<file path="config.mk">
export PLATFORM = sky130hd
export DESIGN_NAME = spi_ram_master
export DESIGN_NICKNAME = d
export VERILOG_FILES = /design/src/rtl/spi_ram_pkg.sv /design/src/rtl/spi_ram_master.sv
export SDC_FILE = /design/constraint.sdc
export NUM_CORES = 1
export LEC_CHECK = 0
export CAP_MARGIN = 20
export CORE_AREA = 2 2 58 60
export DETAILED_ROUTE_END_ITERATION = 12
export DIE_AREA = 0 0 60 62
export DONT_BUFFER_PORTS = 1
export HOLD_SLACK_MARGIN = 0.03
export PLACE_DENSITY_LB_ADDON = 0.15
export SKIP_LAST_GASP = 1
export SYNTH_ARGS = -nofsm -noshare
export SYNTH_HDL_FRONTEND = slang
export SYNTH_SLANG_ARGS = --single-unit
</file>
<file path="constraint.sdc">
create_clock -name clk -period 1.97 [get_ports clk]
set_clock_uncertainty 0.2 [all_clocks]
set_input_delay 0.4925 -clock clk [delete_from_list [all_inputs] [get_ports clk]]
set_output_delay 0.4925 -clock clk [all_outputs]
set_load 0.05 [all_outputs]
</file>
<file path="src/rtl/spi_ram_pkg.sv">
// rtl/spi_ram_pkg.sv - shared opcodes, widths and master FSM states for the SPI RAM link
package spi_ram_pkg;

  localparam logic [1:0] OP_WR_ADDR = 2'b00;
  localparam logic [1:0] OP_WR_DATA = 2'b01;
  localparam logic [1:0] OP_RD_ADDR = 2'b10;
  localparam logic [1:0] OP_RD_DATA = 2'b11;

  localparam int FRAME_W = 11;
  localparam int DATA_W  = 8;

  typedef enum logic [2:0] {
    IDLE  = 3'd0,
    SEL   = 3'd1,
    SHIFT = 3'd2,
    TURN  = 3'd3,
    READ  = 3'd4,
    GAPST = 3'd5
  } state_t;

  // Bit 10 duplicates op[1] so the slave sees its read/write select first.
  function automatic logic [FRAME_W-1:0] make_frame(input logic [1:0] op,
                                                    input logic [DATA_W-1:0] data);
    return {op[1], op, data};
  endfunction

endpackage

</file>
<file path="src/rtl/spi_ram_master.sv">
// rtl/spi_ram_master.sv - command-level SPI master driving the SPI RAM slave
// Pins are registered from the state, so SS_n/MOSI trail the FSM by one clk.
module spi_ram_master
  import spi_ram_pkg::*;
#(
  parameter int RD_TURN = 2,
  parameter int GAP     = 1
) (
  input  logic              clk,
  input  logic              rst_n,
  input  logic              req_valid,
  output logic              req_ready,
  input  logic [1:0]        req_op,
  input  logic [DATA_W-1:0] req_data,
  output logic              rsp_valid,
  output logic [DATA_W-1:0] rsp_data,
  output logic              busy,
  output logic              SS_n,
  output logic              MOSI,
  input  logic              MISO
);

  state_t               state;
  logic [3:0]           cnt;
  logic [FRAME_W-1:0]   frame;
  logic [DATA_W-1:0]    rx;
  logic                 is_rd;

  assign req_ready = (state == IDLE);
  assign busy      = (state != IDLE);

  always_ff @(posedge clk) begin
    if (!rst_n) begin
      state     <= IDLE;
      cnt       <= '0;
      frame     <= '0;
      rx        <= '0;
      is_rd     <= 1'b0;
      SS_n      <= 1'b1;
      MOSI      <= 1'b0;
      rsp_valid <= 1'b0;
      rsp_data  <= '0;
    end else begin
      rsp_valid <= 1'b0;
      case (state)
        IDLE: begin
          SS_n <= 1'b1;
          MOSI <= 1'b0;
          if (req_valid) begin
            frame <= make_frame(req_op, req_data);
            is_rd <= (req_op == OP_RD_DATA);
            cnt   <= '0;
            state <= SEL;
          end
        end
        SEL: begin
          SS_n  <= 1'b0;
          MOSI  <= 1'b0;
          cnt   <= '0;
          state <= SHIFT;
        end
        SHIFT: begin
          SS_n  <= 1'b0;
          MOSI  <= frame[FRAME_W-1];
          frame <= {frame[FRAME_W-2:0], 1'b0};
          if (cnt == 4'(FRAME_W - 1)) begin
            cnt   <= '0;
            state <= is_rd ? TURN : GAPST;
          end else begin
            cnt <= cnt + 4'd1;
          end
        end
        TURN: begin
          SS_n <= 1'b0;
          MOSI <= 1'b0;
          if (cnt == 4'(RD_TURN - 1)) begin
            cnt   <= '0;
            state <= READ;
          end else begin
            cnt <= cnt + 4'd1;
          end
        end
        READ: begin
          SS_n <= 1'b0;
          MOSI <= 1'b0;
          rx   <= {rx[DATA_W-2:0], MISO};
          // The 8th sample goes straight into rsp_data so the pulse lines up with it.
          if (cnt == 4'(DATA_W - 1)) begin
            rsp_data  <= {rx[DATA_W-2:0], MISO};
            rsp_valid <= 1'b1;
            cnt       <= '0;
            state     <= GAPST;
          end else begin
            cnt <= cnt + 4'd1;
          end
        end
        GAPST: begin
          SS_n <= 1'b1;
          MOSI <= 1'b0;
          if (cnt == 4'(GAP - 1)) begin
            cnt   <= '0;
            state <= IDLE;
          end else begin
            cnt <= cnt + 4'd1;
          end
        end
        default: begin
          SS_n  <= 1'b1;
          MOSI  <= 1'b0;
          cnt   <= '0;
          state <= IDLE;
        end
      endcase
    end
  end

endmodule
</file>
==> out/metrics.yaml <==
worst_setup_path:
  critPathRequiredTime_ns: 1.28
  cpMaxStageDelayCell: "or3_4"
  end_kind: "output port"
  path_delay_family: "simple AND/OR/NAND/NOR gates"
  cp_num_buf_inv: 2
  cp.arrival_ns: 1.33
  path_max_fanout: 2
  cp_slowest_stage_delay_ns: 0.38
  r2r_setup_slack_ns: -0.03
  critPathKind: "reg -> out"
  start_kind: "register"
  crit_chain: "or3_4 > clkinvlp_4 > buf_8"
synthesis:
  synth_seq_cells: 37
  yosys_most_used_dff: "dfxtp_1"
  synth_cell_types: 39
  synth_cells: 192
  ys_seq_area_share_pct: 45.3
  synth_edf_count: 0
  synth_top_area_cell: "dfxtp_1"
  syn-num-nets: 210
  synth_top_area_share_pct: 45.3
  ys_top_cells_by_count: "nand2_1 (39), dfxtp_1 (37), nor2_1 (20)"
  async_flop_share_pct: 0
  syn_area_um2: 1640
  avgSynthCellArea_um2: 8.52
  synth.most_common_cell: "nand2_1"
  yosys-top-cells-area: "dfxtp_1 (45%), nand2_1 (8.9%), mux2i_1 (4.9%)"
  ys_warn_count: 0
timing:
  layout_setup_ws_ns: -0.0504
  grt_setup_unrepaired: "yes"
  finalSetupTns_ns: -0.108
  post-route-period-util_pct: 103
  setup_violations: 3
  worst_slew_pin_slew_ns: 0.557
  fmax_mhz: 495
  period_needed_ns: 2.02
  finalMaxSlewViolations: 0
  hold-worst-slack_ns: 0.0725
  max_slew_margin_pct: 62.7
  finalHoldViolCount: 0
die:
  fp.dieW_um: 60
  ios: 27
  rows: 21
  start_util_pct: 51.5
  core_area_um2: 3180
  die_h_um: 62
  die_area_um2: 3720
placement:
  pre_cts_ws_ns: -0.0284
  hpwl_um: 2380
  routabilityCongestion: 0.780
  place_inst: 240
  io_buffers: 0
grt:
  grt_usage_pct: 20.9
  antenna_found_initial: 0
  grt_pass1_vias: 1266
  grt_pass1_wl_um: 5720
  overflow: 0
  grt_max_degree: 33
power_and_ir_drop:
  switching_share_pct: 41.0
  seqPwrFrac_pct: 39.3
  power.switching_mw: 1.07
  p_int_mw: 1.54
  power.share.clock_pct: 15.1
  ir_drop_mv: 0.591
  leakage_nw: 0.717
  p_total_mw: 2.61
  powerDensity_nw_per_um2: 1370
  p_comb_share_pct: 45.6
clock_tree:
  cts-buffers-inserted: 5
  clk_pin_slew_ns: 0.12
  clock-sinks: 37
  worstSkewPairLatency_ns: 0.35
  tritoncts: "yes"
  htree_levels: 2
  cts.path.max_buffers: 2
  cts_root_buf: "clkbuf_4"
cells_and_area:
  nets: 224
  fill_cells: 297
  syn_to_final_growth_pct: 15.9
  stdcell_count: 253
  num_antenna_cells: 0
  drive_gt1_share_pct: 21.3
route:
  vias: 1361
  drt-pass1-iter-count: 5
  routedWlPerCell_um: 13.4
  vias_per_cell: 5.38
  routed_wl_um: 3400
  drcViolationCount: 0
  drt-initial-drc-count: 47
  ant_nets: 0
flow_run:
  maxCapViolCount: 0
status:
  failed_checks: "setup timing"
  outcome: "complete, but fails checks"
min_path:
  hp-class: "in -> reg"
==> registers in the layout, summed over array words and instances (netlist names) <==
register   flops
frame         11
rsp_valid      1
rx             7
cnt            4
is_rd          1
SS_n           1
MOSI           1
rsp_data       8
state          3
==> metrics by stage <==
stage               instance area, um^2  util, %
detailed placement                 1770     55.6
finish                             1900     59.7
global placement                   1770     55.6
floorplan                          1670        -
CTS                                1880     59.1
global route                       1900     59.7
==> power by group through the flow <==
| stage | Sequential [mW] | Combinational (mW) | Clock [mW] |
|---|---|---|---|
| 5_1_grt | 1.05 | 1.30 | 0.441 |
| 3_3_place_gp | 1.05 | 1.00 | 0 |
| 4_1_cts | 1.03 | 1.16 | 0.408 |
| 3_5_place_dp | 1.06 | 1.03 | 0 |
| 6_report | 1.03 | 1.19 | 0.394 |
| 2_1_floorplan | 1.02 | 0.857 | 0 |
==> logic make-up after synthesis <==
family          count (synthesis)  share of synthesized area (%)
compound gates                 39                           15.9
xor+xnor                        1                          0.535
flops                          37                           45.3
simple gates                   88                           26.1
fa+ha+maj                       4                           3.06
buf+inv                        15                           4.28
mux                             8                           4.89
==> cell usage in the layout, fill, tap and decap left out, drive strengths merged, types with 4 or more instances in the layout <==
cell and count:
a311oi 8, nand2 39, nand3 6, mux2i 8
ha 4, o21ai 5, dfxtp 37, clkbuf 5
buf 17, a21oi 15, nor2 20
==> routing by layer <==
metal / up-vias / GRT usage [%] / wire length [um]
met5: - / 0 / 0
met4: 0 / 7.62 / 56
met3: 7 / 6.21 / 181
met2: 33 / 34.3 / 1610
met1: 624 / 26.1 / 1550
li1: 697 / - / -
==> what timing repair did <==
item | CTS | global route
resized for setup | 6 | 3
buffers inserted | 4 | 0
hold endpoints to repair | 1 | 0
endpoints found under the setup margin | 4 | 5
hold buffers | 1 | 0
pin swaps | 3 | 0
==> final cells by class <==
cell class	count	area (um^2)	area share, %
clock buffer	5	37.5	1.98
clock inverter	3	17.5	0.923
inverter	4	18.8	0.989
multi-input combinational	140	860	45.3
sequential	37	748	39.4
tap	46	57.6	3.03
timing repair buffer	18	158	8.31
==> worst paths after layout <==
kind                  from        end  depth (start not counted)
setup reg to reg    cnt[0]   state[0]                          6
setup / recovery  state[1]  req_ready                          3
hold reg to reg      is_rd      is_rd                          2
hold / removal       rst_n   state[2]                          1
(Power assumes the default switching activity.)
